$ cat config.mk
export PLATFORM = sky130hd
export DESIGN_NAME = alu_share_arbiter
export DESIGN_NICKNAME = d
export VERILOG_FILES = /design/src/rtl/alu_share_arbiter.sv
export SDC_FILE = /design/constraint.sdc
export NUM_CORES = 1
export LEC_CHECK = 0
export CORE_AREA = 2 2 118 120
export CTS_CLUSTER_SIZE = 24
export DETAILED_ROUTE_END_ITERATION = 7
export DIE_AREA = 0 0 120 122
export PLACE_DENSITY = 0.63
export REMOVE_ABC_BUFFERS = 1
export SLEW_MARGIN = 10
export SYNTH_ARGS = -nofsm -noshare
export SYNTH_HDL_FRONTEND = slang
export SYNTH_SLANG_ARGS = --single-unit
$ cat constraint.sdc
create_clock -name clk -period 3.15 [get_ports clk]
set_input_delay 0.945 -clock clk [delete_from_list [all_inputs] [get_ports clk]]
set_output_delay 0.945 -clock clk [all_outputs]
set_load 0.02 [all_outputs]
$ cat src/rtl/alu_share_arbiter.sv
// Two-port arbiter sharing one combinational ALU; registers the result and returns it
// to the granted port over a per-port valid/ready response channel, one op outstanding.
module alu_share_arbiter #(
   parameter bit RR_EN = 1'b1,
   parameter int W     = 32
) (
   input  logic         clk,
   input  logic         rstn,
   input  logic [1:0]   req_valid,
   output logic [1:0]   req_ready,
   input  logic [4:0]   req_op0,
   input  logic [4:0]   req_op1,
   input  logic [W-1:0] req_a0,
   input  logic [W-1:0] req_a1,
   input  logic [W-1:0] req_b0,
   input  logic [W-1:0] req_b1,
   input  logic [4:0]   req_sh0,
   input  logic [4:0]   req_sh1,
   output logic [W-1:0] alu_a,
   output logic [W-1:0] alu_b,
   output logic [4:0]   alu_op,
   output logic [4:0]   alu_shamt,
   input  logic [W-1:0] alu_c,
   input  logic         alu_zero,
   output logic [1:0]   rsp_valid,
   input  logic [1:0]   rsp_ready,
   output logic [W-1:0] rsp_data,
   output logic         rsp_zero,
   input  logic         flush,
   output logic         busy
);

   // ALUOp encoding shared with the ALU
   localparam logic [4:0] ALUOP_ADDU = 5'b00000;
   localparam logic [4:0] ALUOP_BEQ  = 5'b01000;
   localparam logic [4:0] ALUOP_BNE  = 5'b01001;

   typedef enum logic {IDLE, RESP} state_t;

   // Handshakes: a request moves when req_valid[p] & req_ready[p] on a rising edge;
   // a response moves when rsp_valid[p] & rsp_ready[p]. Requesters never wait on ready.
   state_t         state_q, state_d;
   logic           owner_q;
   logic           last_q;
   logic [W-1:0]   rsp_data_q;
   logic           rsp_zero_q;
   logic           grant;
   logic           gsel;
   logic           is_branch;

   always_comb begin
      grant   = 1'b0;
      gsel    = 1'b0;
      state_d = state_q;
      if (!flush && (|req_valid) && (state_q == IDLE || rsp_ready[owner_q]))
         grant = 1'b1;
      if (req_valid == 2'b11)
         gsel = RR_EN ? ~last_q : 1'b0;
      else
         gsel = req_valid[1];
      if (flush)
         state_d = IDLE;
      else if (grant)
         state_d = RESP;
      else if (state_q == RESP && rsp_ready[owner_q])
         state_d = IDLE;
   end

   always_comb begin
      alu_a     = '0;
      alu_b     = '0;
      alu_op    = ALUOP_ADDU;
      alu_shamt = '0;
      req_ready = 2'b00;
      if (grant) begin
         req_ready = gsel ? 2'b10 : 2'b01;
         alu_a     = gsel ? req_a1  : req_a0;
         alu_b     = gsel ? req_b1  : req_b0;
         alu_op    = gsel ? req_op1 : req_op0;
         alu_shamt = gsel ? req_sh1 : req_sh0;
      end
   end

   assign is_branch = (alu_op == ALUOP_BEQ) || (alu_op == ALUOP_BNE);

   always_ff @(posedge clk or negedge rstn) begin
      if (!rstn) begin
         state_q    <= IDLE;
         owner_q    <= 1'b0;
         last_q     <= 1'b1;
         rsp_data_q <= '0;
         rsp_zero_q <= 1'b0;
      end else begin
         state_q <= state_d;
         if (grant) begin
            rsp_data_q <= alu_c;
            rsp_zero_q <= is_branch ? alu_zero : 1'b0;
            owner_q    <= gsel;
            last_q     <= gsel;
         end
      end
   end

   assign busy      = (state_q == RESP);
   assign rsp_valid = busy ? (owner_q ? 2'b10 : 2'b01) : 2'b00;
   assign rsp_data  = rsp_data_q;
   assign rsp_zero  = rsp_zero_q;

endmodule

# Word-level counts from Yosys, hierarchy flattened
# Index checks and enable logic that the tools add are counted.
# Widths: inputs -> output; s select.
[word_totals]
reg_bits = 36
inputBits = 188
out_inout_bits = 112
word_cells = 39
[classes]
order_cmp = 1
n_eq_ne = 3
n_mux = 20
n_bitwise = 2
reduce_logical = 8
[op_table]
columns = ["operator", "count"]
rows = [
  ["$mux 32", 4],
  ["$mux 5", 4],
  ["$eq 5x4->1 const B", 2],
  ["$mux 1", 8],
  ["$mux 2", 4],
  ["$logic_and 1x1->1", 3],
  ["$reduce_bool 3->1", 1],
  ["$eq 2x2->1 const B", 1],
  ["$logic_or 1x1->1", 2],
  ["$lt 1x2->1 const B", 1],
  ["$not 1->1", 2],
  ["$reduce_or 2->1", 1],
  ["$logic_not 1->1", 1],
]

# Depth between registers and ports, before layout
# Gate-level depths: netlist of the first run.
[depth]
word_depth = 9
mapped_depth = 6
ltp_nobuf = 4

# Worst setup path before layout of the first run
# No wires, ideal clock.
[synth_timing]
path_kind = "input port to output port"
startpoint = "input req_valid[1]"
endpoint = "output alu_a[0]"
arrival_time_ps = 2151
required_time_ps = 2205
slack_ps = 54
cell_stages = 5
path_buffers = 2
path_cell_list = "a21boi_0 -> buf_2 -> clkbuf_1 -> nand2_1 -> a21oi_1"
[synth_between]
elab_chain_len = 5
word_cells_on_any_way = 8
classes_between = "eq/ne: 1; mux: 4; reduce/logical: 3"
[synth_rtl]
columns = ["element", "line", "source"]
rows = [
  ["start, declared", "9", "input logic [1:0] req_valid,"],
  ["$reduce_or 2->1", "55", "if (!flush && (|req_valid) && (state_q == IDLE || rsp_ready[owner_q]))"],
  ["$logic_and 1x1->1 (2 in a row)", "55", ""],
  ["$mux 1", "55", ""],
  ["$mux 32 *", "75", "if (grant) begin"],
  ["end, declared", "19", "output logic [W-1:0] alu_a,"],
]
# Every way passes the cells marked *; elsewhere a longest branch is shown, timed or not.

# Worst setup path after layout of the first run
[layout_timing]
startpoint = "input flush"
endpoint = "output alu_op[4]"
[layout_between]
elab_chain_len = 5
[layout_rtl]
columns = ["element", "line", "source"]
rows = [
  ["start, declared", "29", "input logic flush,"],
  ["$logic_not 1->1", "55", ""],
  ["$logic_and 1x1->1 (2 in a row)", "55", ""],
  ["$mux 1", "55", ""],
  ["$mux 5", "75", ""],
  ["end, declared", "21", "output logic [4:0] alu_op,"],
]
# No other way between the ends.

==> results of run 1 <==
==> worst paths after layout <==
kind / start / to / slack, ns / cells after the start
setup / recovery: flush / alu_op[4] / 0.05 / 5
hold / removal: rsp_zero / rsp_zero / 0.49 / 2
setup reg to reg: owner_q / rsp_data[20] / 0.84 / 8
hold reg to reg: rsp_zero / rsp_zero / 0.49 / 2
max in group asynchronous: rstn / rsp_data[21] / 1.89 / 1
min in group asynchronous: rstn / rsp_data[0] / 0.75 / 1
==> per-layer routing <==
metal  track usage  share of wire  vias to the layer above  wire, um
li1              -              -                     1710         -
met5             0              0                        -         0
met2         0.303           0.53                      176      6840
met3        0.0510           0.10                       14      1300
met4        0.0404          0.014                        0       183
met1         0.178           0.36                     1663      4710
==> area by class of cell <==
| class | instances | area, um^2 |
|---|---|---|
| Sequential cell | 36 | 902 |
| Tap cell | 180 | 225 |
| Timing Repair Buffer | 321 | 3060 |
| Clock buffer | 8 | 146 |
| Fill cell | 1354 | 7660 |
| Multi-Input combinational cell | 274 | 1510 |
==> registers in the layout, indices dropped and copies added (netlist names) <==
name and count:
busy 1, owner_q 1, rsp_data 32, last_q 1
rsp_zero 1
==> metrics by stage <==
step,cell area [um^2],hold WS (ns),utilization,cells
after floorplan,2350,0.499,-,310
after global placement,5730,0.466,0.424,801
after detailed placement,5730,0.489,0.424,801
after CTS,5830,0.501,0.432,817
after global routing,5850,0.512,0.433,819
final,5850,0.493,0.433,819
==> cell families (layout without fill, tap and decap cells) <==
family	after synthesis	count (layout)
AOI/OAI and AO/OA	81	81
buffers and inverters	28	329
and+or+nand+nor	160	160
muxes	33	33
DFF	36	36
==> worst min-delay path: stages (launching register included) <==
cell and delay [ns]:
dfrtp_1 0.34, nand2_1 0.04, o21ai_0 0.07
==> power groups by stage <==
stage	sequential, W	clock (W)	combinational [W]
after floorplan	0.000693	0	0.000372
after global placement	0.000598	0	0.00109
after detailed placement	0.000601	0	0.00110
after CTS	0.000595	0.000504	0.00111
after global routing	0.000606	0.000513	0.00119
final	0.000595	0.000483	0.00111
==> repair_timing <==
| action | CTS | global route |
|---|---|---|
| gates cloned | 3 | 1 |
| endpoints found under the hold margin | 0 | 0 |
| pin swaps | 0 | 1 |
| buffers inserted | 5 | 1 |
| endpoints found under the setup margin | 76 | 72 |
| gates resized for setup | 307 | 18 |
==> Yosys cell counts <==
master / instances / share of area
a21boi_0: 1 / 0.0030
o21ai_0: 1 / 0.0020
nor2_1: 3 / 0.0045
mux2i_1: 1 / 0.0040
mux2_2: 32 / 0.15
a31oi_1: 1 / 0.0025
buf_6: 3 / 0.014
nor2b_1: 1 / 0.0025
a211o_1: 1 / 0.0035
nand2_1: 152 / 0.23
a21oi_1: 65 / 0.13
and2_1: 1 / 0.0025
a21o_1: 2 / 0.0060
dfstp_2: 1 / 0.011
nor4b_1: 2 / 0.0071
buf_2: 8 / 0.016
and3_1: 1 / 0.0025
a21oi_2: 10 / 0.035
clkbuf_1: 13 / 0.020
dfrtp_1: 35 / 0.35
buf_1: 4 / 0.0060
==> flow_metrics.env, run 1 <==
export IMPL_status="finished clean"
export IMPL_internal_power_w=0.00146
export IMPL_synthAdderAreaFrac=0
export IMPL_io_pins=300
export IMPL_endpoint_kind="output pin"
export IMPL_grt_pass1_vias=3525
export IMPL_fmax_mhz=322
export IMPL_drc=0
export IMPL_min_period_ns=3.10
export IMPL_path_cells="dlygate4sd2_1 -> a211o_4 -> buf_12 -> a21oi_1 -> clkdlybuf4s15_2"
export IMPL_ant_nets=0
export IMPL_nNetsFinal=826
export IMPL_syn_area_per_cell_um2=7.35
export IMPL_cp_start_kind="input port"
export IMPL_fin_crit_sh=0.985
export IMPL_power_total_w=0.00219
export IMPL_grt_antenna_before_repair=1
export IMPL_vias_per_cell=4.35
export IMPL_cts_path_max_buffers=2
export IMPL_num_vias=3563
export IMPL_gr_total_overflow=0
export IMPL_synth_top_family_by_area="simple AND/OR/NAND/NOR gates"
export IMPL_layout_commonest_cell="clkdlybuf4s50_1"
export IMPL_p_comb_frac=0.508
export IMPL_drive_above_1_share=0.255
export IMPL_p_per_area_mw_per_mm2=375
export IMPL_grt_pass1_wl_um=18700
export IMPL_crit_slowest_cell="a211o_4"
export IMPL_rsz0062_at_grt="false"
export IMPL_min_path_type="register to register"
export IMPL_peakVddDrop_v=0.000387
export IMPL_cts_sinks=36
export IMPL_setup_viol_count_final=0
export IMPL_cts_buffers=5
export IMPL_synth_compound_area_share=0.183
export IMPL_yosys_warnings=0
export IMPL_final_cell_mix="217 x clkdlybuf4s50_1, 151 x nand2_1, 59 x a21oi_1"
export IMPL_path_delay_family="buffers and inverters"
export IMPL_cts_tree="built"
export IMPL_gp_congestion=0.797
export IMPL_synth_area_mm2=0.00248
export IMPL_die_x_um=120
export IMPL_dieHeight_um=122
export IMPL_routed_wl_um=13000
export IMPL_clockPowerShare=0.221
export IMPL_root_buffer="clkbuf_16"
export IMPL_drtIter0Drc=197
export IMPL_clk_latency_ns=0.27
export IMPL_relSlewSlack=0.476
export IMPL_h_tree_depth=2
export IMPL_grt_max_degree=56
export IMPL_start_util=0.184
export IMPL_synth_cells=338
export IMPL_row_count=43
export IMPL_crit_buf_inv=3
export IMPL_critPathRequiredTime_ns=2.20
export IMPL_ctsHoldBuffers=0
export IMPL_crit_arrival_ns=2.16
export IMPL_dpl_worst_slack_ns=-0.787
export IMPL_routedWlPerCell_um=15.9
export IMPL_synth_simple_gate_area_share=0.249
export IMPL_die_area_mm2=0.0146
export IMPL_area_delta_synth_final_pct=135
export IMPL_p_sw_w=0.000736
export IMPL_drv_cap=0
export IMPL_track_usage=0.162
export IMPL_switching_share=0.336
export IMPL_dr_pass1_iters=5
export IMPL_tightest_slew_ns=0.787
export IMPL_pwr_share_seq=0.271
export IMPL_ys_seq_area_frac=0.363
export IMPL_power_leakage_nw=2.54
export IMPL_fin_worst_skew_ns=0.00196
export IMPL_slowest_delay_ns=0.36
export IMPL_maxSlewViolCount=0
export IMPL_core_mm2=0.0135
export IMPL_tns_ns=0
export IMPL_synthDistinctLibCells=21
export IMPL_hold_viol=0
export IMPL_synth_mux_area_frac=0.149
export IMPL_antenna_cells=0
export IMPL_path_clk_slew_ns=0.05
export IMPL_synthXorXnorAreaFrac=0
export IMPL_io_buffers=299
export IMPL_crit_type="input port to output pin"
export IMPL_setup_ws_ns=0.0482
export IMPL_cp_max_fo=16
export IMPL_dpl_hpwl_um=9590
export IMPL_ys_seq_elements=36
Power figures use the tool's default switching activity.
==> run 2, diff against run 1 <==
- CAP_MARGIN: not set -> 25
- PLACE_DENSITY: 0.63 -> 0.58
==> flow_metrics.env, run 2 (same netlist as run 1, synthesis figures left out) <==
export IMPL_row_count=43
export IMPL_min_period_ns=3.11
export IMPL_dieHeight_um=122
export IMPL_tightest_slew_ns=0.791
export IMPL_tns_ns=0
export IMPL_rsz0062_at_grt="false"
export IMPL_power_leakage_nw=2.81
export IMPL_core_mm2=0.0135
export IMPL_drtIter0Drc=107
export IMPL_routed_wl_um=14500
export IMPL_cp_max_fo=14
export IMPL_routedWlPerCell_um=17.0
export IMPL_clk_latency_ns=0.28
export IMPL_dpl_worst_slack_ns=-0.739
export IMPL_track_usage=0.187
export IMPL_place_area_mm2=0.00593
export IMPL_largest_register_ffs=32
export IMPL_grt_pass1_wl_um=21400
export IMPL_final_cell_mix="217 x clkdlybuf4s50_1, 150 x nand2_1, 71 x buf_4"
export IMPL_slowest_delay_ns=0.42
export IMPL_setup_viol_count_final=0
export IMPL_die_x_um=120
export IMPL_r2r_slack_ns=1.08
export IMPL_drc=0
export IMPL_status="finished clean"
export IMPL_cp_start_kind="input port"
export IMPL_cts_buffers=5
export IMPL_p_per_area_mw_per_mm2=370
export IMPL_area_delta_synth_final_pct=155
export IMPL_fin_worst_skew_ns=0.00277
export IMPL_maxSlewViolCount=0
export IMPL_setup_ws_ns=0.0369
export IMPL_h_tree_depth=2
export IMPL_drv_cap=0
export IMPL_ctsHoldBuffers=0
export IMPL_drive_above_1_share=0.306
export IMPL_root_buffer="clkbuf_16"
export IMPL_peakVddDrop_v=0.000410
export IMPL_cts_tree="built"
export IMPL_postLayoutCellArea_mm2=0.00633
export IMPL_crit_type="input port to output pin"
export IMPL_grt_pass1_vias=3836
export IMPL_relSlewSlack=0.472
export IMPL_start_util=0.184
export IMPL_cts_sinks=36
export IMPL_fin_hold_ws_ns=0.488
export IMPL_io_pins=300
export IMPL_dpl_hpwl_um=10400
export IMPL_crit_slowest_cell="a211o_4"
export IMPL_vias_per_cell=4.39
export IMPL_critPathRequiredTime_ns=2.20
export IMPL_min_path_type="register to register"
export IMPL_dr_pass1_iters=4
export IMPL_ant_nets=0
export IMPL_final_core_util=0.469
export IMPL_gr_total_overflow=0
export IMPL_path_cells="clkdlybuf4s15_2 -> mux2i_4 -> a211o_4 -> buf_8 -> nor2_1 -> buf_4"
export IMPL_num_vias=3751
export IMPL_crit_arrival_ns=2.17
export IMPL_die_area_mm2=0.0146
export IMPL_path_clk_slew_ns=0.05
export IMPL_nNetsFinal=861
export IMPL_fmax_mhz=321
export IMPL_grt_antenna_before_repair=1
export IMPL_layout_commonest_cell="clkdlybuf4s50_1"
export IMPL_fin_crit_sh=0.988
export IMPL_cts_path_max_buffers=2
export IMPL_io_buffers=299
export IMPL_hold_viol=0
export IMPL_endpoint_kind="output pin"
export IMPL_grt_max_degree=37
export IMPL_gp_congestion=0.809
run 2: path summary, 6_finish.rpt:
path / startpoint / endpoint / cells after the start
worst max-delay path: rsp_ready[1] / req_ready[1] / 6
worst min-delay path: rsp_zero / rsp_zero / 2
worst max register to register: owner_q / rsp_data[0] / 5
worst min register to register: rsp_zero / rsp_zero / 2
max in group asynchronous: rstn / rsp_data[6] / 1
min in group asynchronous: rstn / rsp_data[25] / 1
run 2: metrics by stage:
step | std cells | total power (W)
after detailed placement | 824 | 0.00175
after CTS | 854 | 0.00237
after global placement | 824 | 0.00174
final | 855 | 0.00235
after floorplan | 310 | 0.00107
after global routing | 855 | 0.00247
run 2: metal layers:
layer,vias to the layer above,track usage,share of wire
met2,169,0.362,0.54
met1,1765,0.203,0.37
met4,0,0.0529,0.018
met3,20,0.0417,0.068
li1,1797,-,-
met5,-,0,0
run 2: what timing repair did:
action | 4_1_cts | 5_1_grt
endpoints found under the setup margin | 76 | 39
gates cloned | 11 | 0
hold endpoints to repair | 0 | 0
setup buffers | 11 | 0
gates resized for setup | 387 | 11
pin swaps | 6 | 2
run 2: power by group:
part | leakage, nW | switching, W | internal, W
Clock | 0.0712 | 0.000168 | 0.000315
Sequential | 0.423 | 0.0000488 | 0.000548
Combinational | 2.32 | 0.000561 | 0.000705
Total | 2.81 | 0.000778 | 0.00157
run 2: cell type report:
type | count | area (um^2)
diodes | 1 | 2.50
clock buffers | 8 | 146
fillers | 1340 | 7170
multi-input cells | 275 | 1550
flip-flops and latches | 36 | 902
well taps | 180 | 225
repair buffers | 355 | 3510
run 2: worst max-delay path: cells and delay by family:
kind	cells	cell delay [ns]
AOI/OAI and AO/OA	1	0.42
buffers and inverters	3	0.54
and+or+nand+nor	1	0.16
muxes	1	0.09
==> variant 1 (flow settings as in run 1) <==
Set the parameter `W` to 16 (it was 32).
--- a/src/rtl/alu_share_arbiter.sv
+++ b/src/rtl/alu_share_arbiter.sv
@@ -2,7 +2,7 @@
 // to the granted port over a per-port valid/ready response channel, one op outstanding.
 module alu_share_arbiter #(
    parameter bit RR_EN = 1'b1,
-   parameter int W     = 32
+   parameter int W     = 16
 ) (
    input  logic         clk,
    input  logic         rstn,
Interface: changed (8 resized); port bits go from 300 to 172. No check against the original RTL was run, so the function may have changed too.
==> variant 1 against run 1 <==
Via count decreased by 42%. Power down 39%. Non-clock buffer count decreased by 136. Sequential cell count shrank 16. Critical endpoint is now alu_a[0]. First-iteration DRC count shrank 79%. Largest power group unchanged. Area after synthesis down 41%. Wire length fell by 48%. Sequential power down 44%. Setup slack got worse by 0.048 ns. Register-to-register slack better by 0.45 ns. Critical path type unchanged. Cell area shrank 39%. Clock skew rose by 0.0014 ns.
==> variant 1: results (changes against run 1) <==
Outcome
  – Status: finished clean

CTS
  – CTS root buffer: clkbuf_16
  – Clock slew at reported path FFs: 0.06 ns
  – Clk_lat worst skew: 0.25 ns (-0.02 ns)
  – H-tree depth: 1 (-1)
  – Number of CTS-inserted buffers: 3 (-2)

Hold path
  – Type of the most critical hold path: flop to flop
  – Hold Crit Depth: 2 (unchanged)

STA
  – WHS: 0.4889 ns (-0.003989 ns)
  – Least-Margin Pin Slew: 0.2573 ns (-0.5293 ns)
  – Clock skew: 0.003348 ns (+0.001388 ns)
  – Max Clock Freq: 317.5 MHz (-1.5%)

Synth
  – Area contributors post-synth: dfrtp_1, nand2_1, a21oi_1
  – Cell variety after synth: 20 (-4.8%)
  – Sequential fraction of the synthesis area: 34.13% (-2.2 points)
  – Synth top cells by count: nand2_1, a21oi_1, dfrtp_1

Worst setup path
  – Slowest stage delay, CP: 0.44 ns (+0.08 ns)
  – Critical Path Start: rsp_ready[0]
  – FF-to-FF End: rsp_data[6]
  – Worst-case reg-to-reg path depth: 5 (-3)
  – Crit Reg-Reg Startpoint: owner_q
  – Reg2Reg Setup Slack: 1.29 ns (+0.45 ns)
  – CP max FO: 22 (+6)
  – CP endpoint: alu_a[0]
  – Worst path arrival time: 2.20 ns (+0.04 ns)

Layout
  – Bufs w/o clock: 185 (-42%)
  – Multi-input gates: 162 (-41%)
  – Area of the multi-input gates: 954.7 um2 (-37%)
  – Max reg flops: 16 (-50%)
  – Fill count: 1470 (+8.6%)
  – Clock network contribution to total cell area: 2.937% (+0.43 points)
  – Final net count: 480 (-42%)
  – Share of cells above drive strength 1: 26.95% (+1.4 points)
  – Register area: 501.7 um2 (-44%)
  – Number of sequential cells: 20 (-44%)
  – NonClk Buf Share: 50.07% (-2.3 points)

Place
  – Buffers added on ports: 171 (-43%)
  – Post-DP HPWL: 4816 um (-50%)
  – Routability Congestion: 0.6830 (-14%)
  – Pre-CTS setup slack: -0.6676 ns (+0.1191 ns)

GRT
  – First-pass GRT wire length: 9970 um (-47%)
  – Largest net degree at the start of global routing: 45 (-20%)
  – Initial antenna violation count: 0 (-1)
  – GRT Resource Usage Total: 8.237% (-8.0 points)

Drt
  – WL final: 6817 um (-48%)
  – Router iterations before antenna repair: 4 (-1)
  – DR iter-0 viols: 41 (-79%)
  – Routed vias/inst: 3.744 (-14%)

Power and ir drop
  – Leakage power: 1.541 nW (-39%)
  – Net Switching: 0.4206 mW (-43%)
  – Max VDD drop: 251.9 uV (-35%)
[variant 1: worst max-delay path: cells and delay by family]
kind | cells | cell delay, ns
mux | 1 | 0.09
compound gates | 2 | 0.59
buf+inv | 3 | 0.57
[variant 1: per-stage QoR]
| stage | utilization, % | std cells | cell area (um2) |
|---|---|---|---|
| floorplan | - | 182 | 1361 |
| global placement | 25.35 | 543 | 3423 |
| detailed placement | 25.35 | 543 | 3423 |
| CTS | 25.67 | 551 | 3467 |
| global route | 26.50 | 551 | 3578 |
| finish | 26.50 | 551 | 3578 |
[variant 1: per-layer routing]
layer	global-route usage [%]	vias to the layer above	share of wire, %
met4	0.9559	0	0
met5	0	-	0
met1	8.879	941	40
met2	15.87	120	48
met3	2.856	0	12
li1	-	1002	-
[variant 1: what timing repair did]
action | CTS | global route
resized for setup | 206 | 39
gates cloned | 3 | 0
buffers inserted | 1 | 0
setup endpoints to repair | 44 | 34
endpoints found under the hold margin | 0 | 0
pin swaps | 0 | 1
[variant 1: power groups by stage]
stage | combinational (mW) | sequential (mW) | clock (mW)
floorplan | 0.215 | 0.381 | 0
detailed placement | 0.629 | 0.335 | 0
finish | 0.652 | 0.333 | 0.350
global placement | 0.624 | 0.335 | 0
CTS | 0.635 | 0.334 | 0.362
global route | 0.697 | 0.340 | 0.375
[variant 1: kinds of logic (layout without fill, tap and decap cells)]
logic type | count (synthesis) | count (layout) | share of synthesized area (%)
and+or+nand+nor | 96 | 96 | 25.96
muxes | 17 | 17 | 14.98
DFF | 20 | 20 | 34.13
AOI/OAI and AO/OA | 49 | 49 | 17.53
buffers and inverters | 15 | 189 | 7.405
==> variant 2 (config.mk and constraints of run 1) <==
Without the edit above. Reset style: synchronous (`rstn`), changed in one clocked block.
--- a/src/rtl/alu_share_arbiter.sv
+++ b/src/rtl/alu_share_arbiter.sv
@@ -83,7 +83,7 @@
 
    assign is_branch = (alu_op == ALUOP_BEQ) || (alu_op == ALUOP_BNE);
 
-   always_ff @(posedge clk or negedge rstn) begin
+   always_ff @(posedge clk) begin
       if (!rstn) begin
          state_q    <= IDLE;
          owner_q    <= 1'b0;
Formal check against the unedited RTL: differs if rstn is asserted again (counterexample within 4 cycles, from zero or initial values and one cycle with rstn low); with rstn held inactive, the same outputs for 10 cycles.
==> variant 2 against run 1 <==
The flow now finishes with violations (negative setup slack). Power is 10% lower. Area after synthesis shrank 8.2%. Core utilization is 2.3 points higher. Synthesized cell count down 22%. Setup slack worse by 0.17 ns. First-iteration DRC count is 50% lower. Count of clock-buffer cells in the layout decreased by 2. Sequential cell count stayed put. Wire length rose by 12%. Cell area grew 5.3%. Sequential power is 16% lower. Non-clock buffer count up 23. Register-to-register slack improved by 0.65 ns. Critical endpoint is now alu_b[27]. Largest power group unchanged.
==> variant 2: results (changes against run 1) <==
CTS
  – Gates resized, CTS repair: 390 (+27%)
  – Post-CTS setup buffers: 15 (+10)

STA
  – Fin Setup TNS: -1.562 ns (-1.562 ns)
  – # setup viols final: 45 (+45)
  – Clock skew: 0.004902 ns (+0.002942 ns)
  – Worst setup margin: -0.1180 ns (-0.1662 ns)

Synth
  – Mux contribution to synthesized area: 0.6037% (-14 points)
  – Sequential fraction of the synthesis area: 31.61% (-4.7 points)
  – Post-synth ARST share: 0% (-100 points)
  – Synth Flop Type: dfxtp_1
  – Synth top cells by count: nand2_1, a22o_1, dfxtp_1
  – Area contributors post-synth: dfxtp_1, a22o_1, nand2_1
  – Compound-Gate Fraction of Synth Area: 41.00% (+23 points)
  – Cell variety after synth: 26 (+24%)

Place
  – Post-DP HPWL: 11310 um (+18%)
  – Dpl cells: 738 (-7.9%)
  – Pre-CTS setup slack: -0.9818 ns (-0.1951 ns)
  – Routability Congestion: 0.8258 (+3.7%)
  – Placed Area: 0.005514 mm2 (-3.8%)

Worst setup path
  – Crit Reg-Reg Startpoint: owner_q
  – Slowest stage delay, CP: 0.39 ns (+0.03 ns)
  – CP endpoint: alu_b[27]
  – FF-to-FF End: rsp_data[5]
  – Reg2Reg Setup Slack: 1.49 ns (+0.65 ns)
  – Worst-case reg-to-reg path depth: 5 (-3)

GRT
  – First-pass GRT wire length: 20690 um (+11%)
  – Vias in the first global route: 3452 (-2.1%)
  – GRT Resource Usage Total: 18.97% (+2.7 points)

Layout
  – Syn-to-layout area delta: 169.9%
  – ANT cells: 1 (+1)
  – Fraction of area in registers: 11.71% (-3.7 points)
  – Clock network contribution to total cell area: 2.664% (+0.16 points)
  – Share of cells above drive strength 1: 25.59% (+0.085 points)
  – Clock buf count: 6 (-2)
  – Area of the multi-input gates: 0.001446 mm2 (-4.2%)
  – Fill count: 1352 (-0.15%)
  – Multi-input gates: 202 (-26%)
  – Final net count: 777 (-5.9%)

Drt
  – Router iterations before antenna repair: 4 (-1)
  – Routed vias/inst: 4.394 (+1.0%)
  – WL final: 14630 um (+12%)

Power and ir drop
  – Seq pwr share: 25.3% (-1.8 points)
  – Clk pwr share: 28.2% (+6.1 points)
  – Leakage power: 2.545 nW (+0.25%)
  – Final Power: 1.969 mW (-10%)
  – Internal power: 1.393 mW (-4.3%)

Outcome
  – Failing checks: negative setup slack
  – Status: complete, but fails checks
-- variant 2: layer usage --
layer | vias up | track usage, % | routed length [um]
li1 | 1617 | - | -
met1 | 1555 | 22.46 | 5714
met2 | 195 | 31.21 | 6878
met3 | 19 | 8.661 | 1786
met4 | 2 | 4.779 | 234
met5 | - | 0 | 13
-- variant 2: worst min path at each step --
stage | start | to | slack (ns)
after floorplan | last_q | last_q | 0.44
after global placement | rsp_data[0] | rsp_data[0] | 0.44
after detailed placement | rsp_data[0] | rsp_data[0] | 0.45
after CTS | rsp_data[0] | rsp_data[0] | 0.46
after global routing | rsp_data[0] | rsp_data[0] | 0.48
final | rsp_data[26] | rsp_data[26] | 0.46
-- variant 2: worst register-to-register path: cells and delay by family, from the launching register on --
kind                   cells  cell delay [ns]
AO/OA/AOI/OAI              2             0.44
AND/OR/NAND/NOR            1             0.09
flip-flops                 1             0.39
buffers and inverters      1             0.38
multiplexers               1             0.28
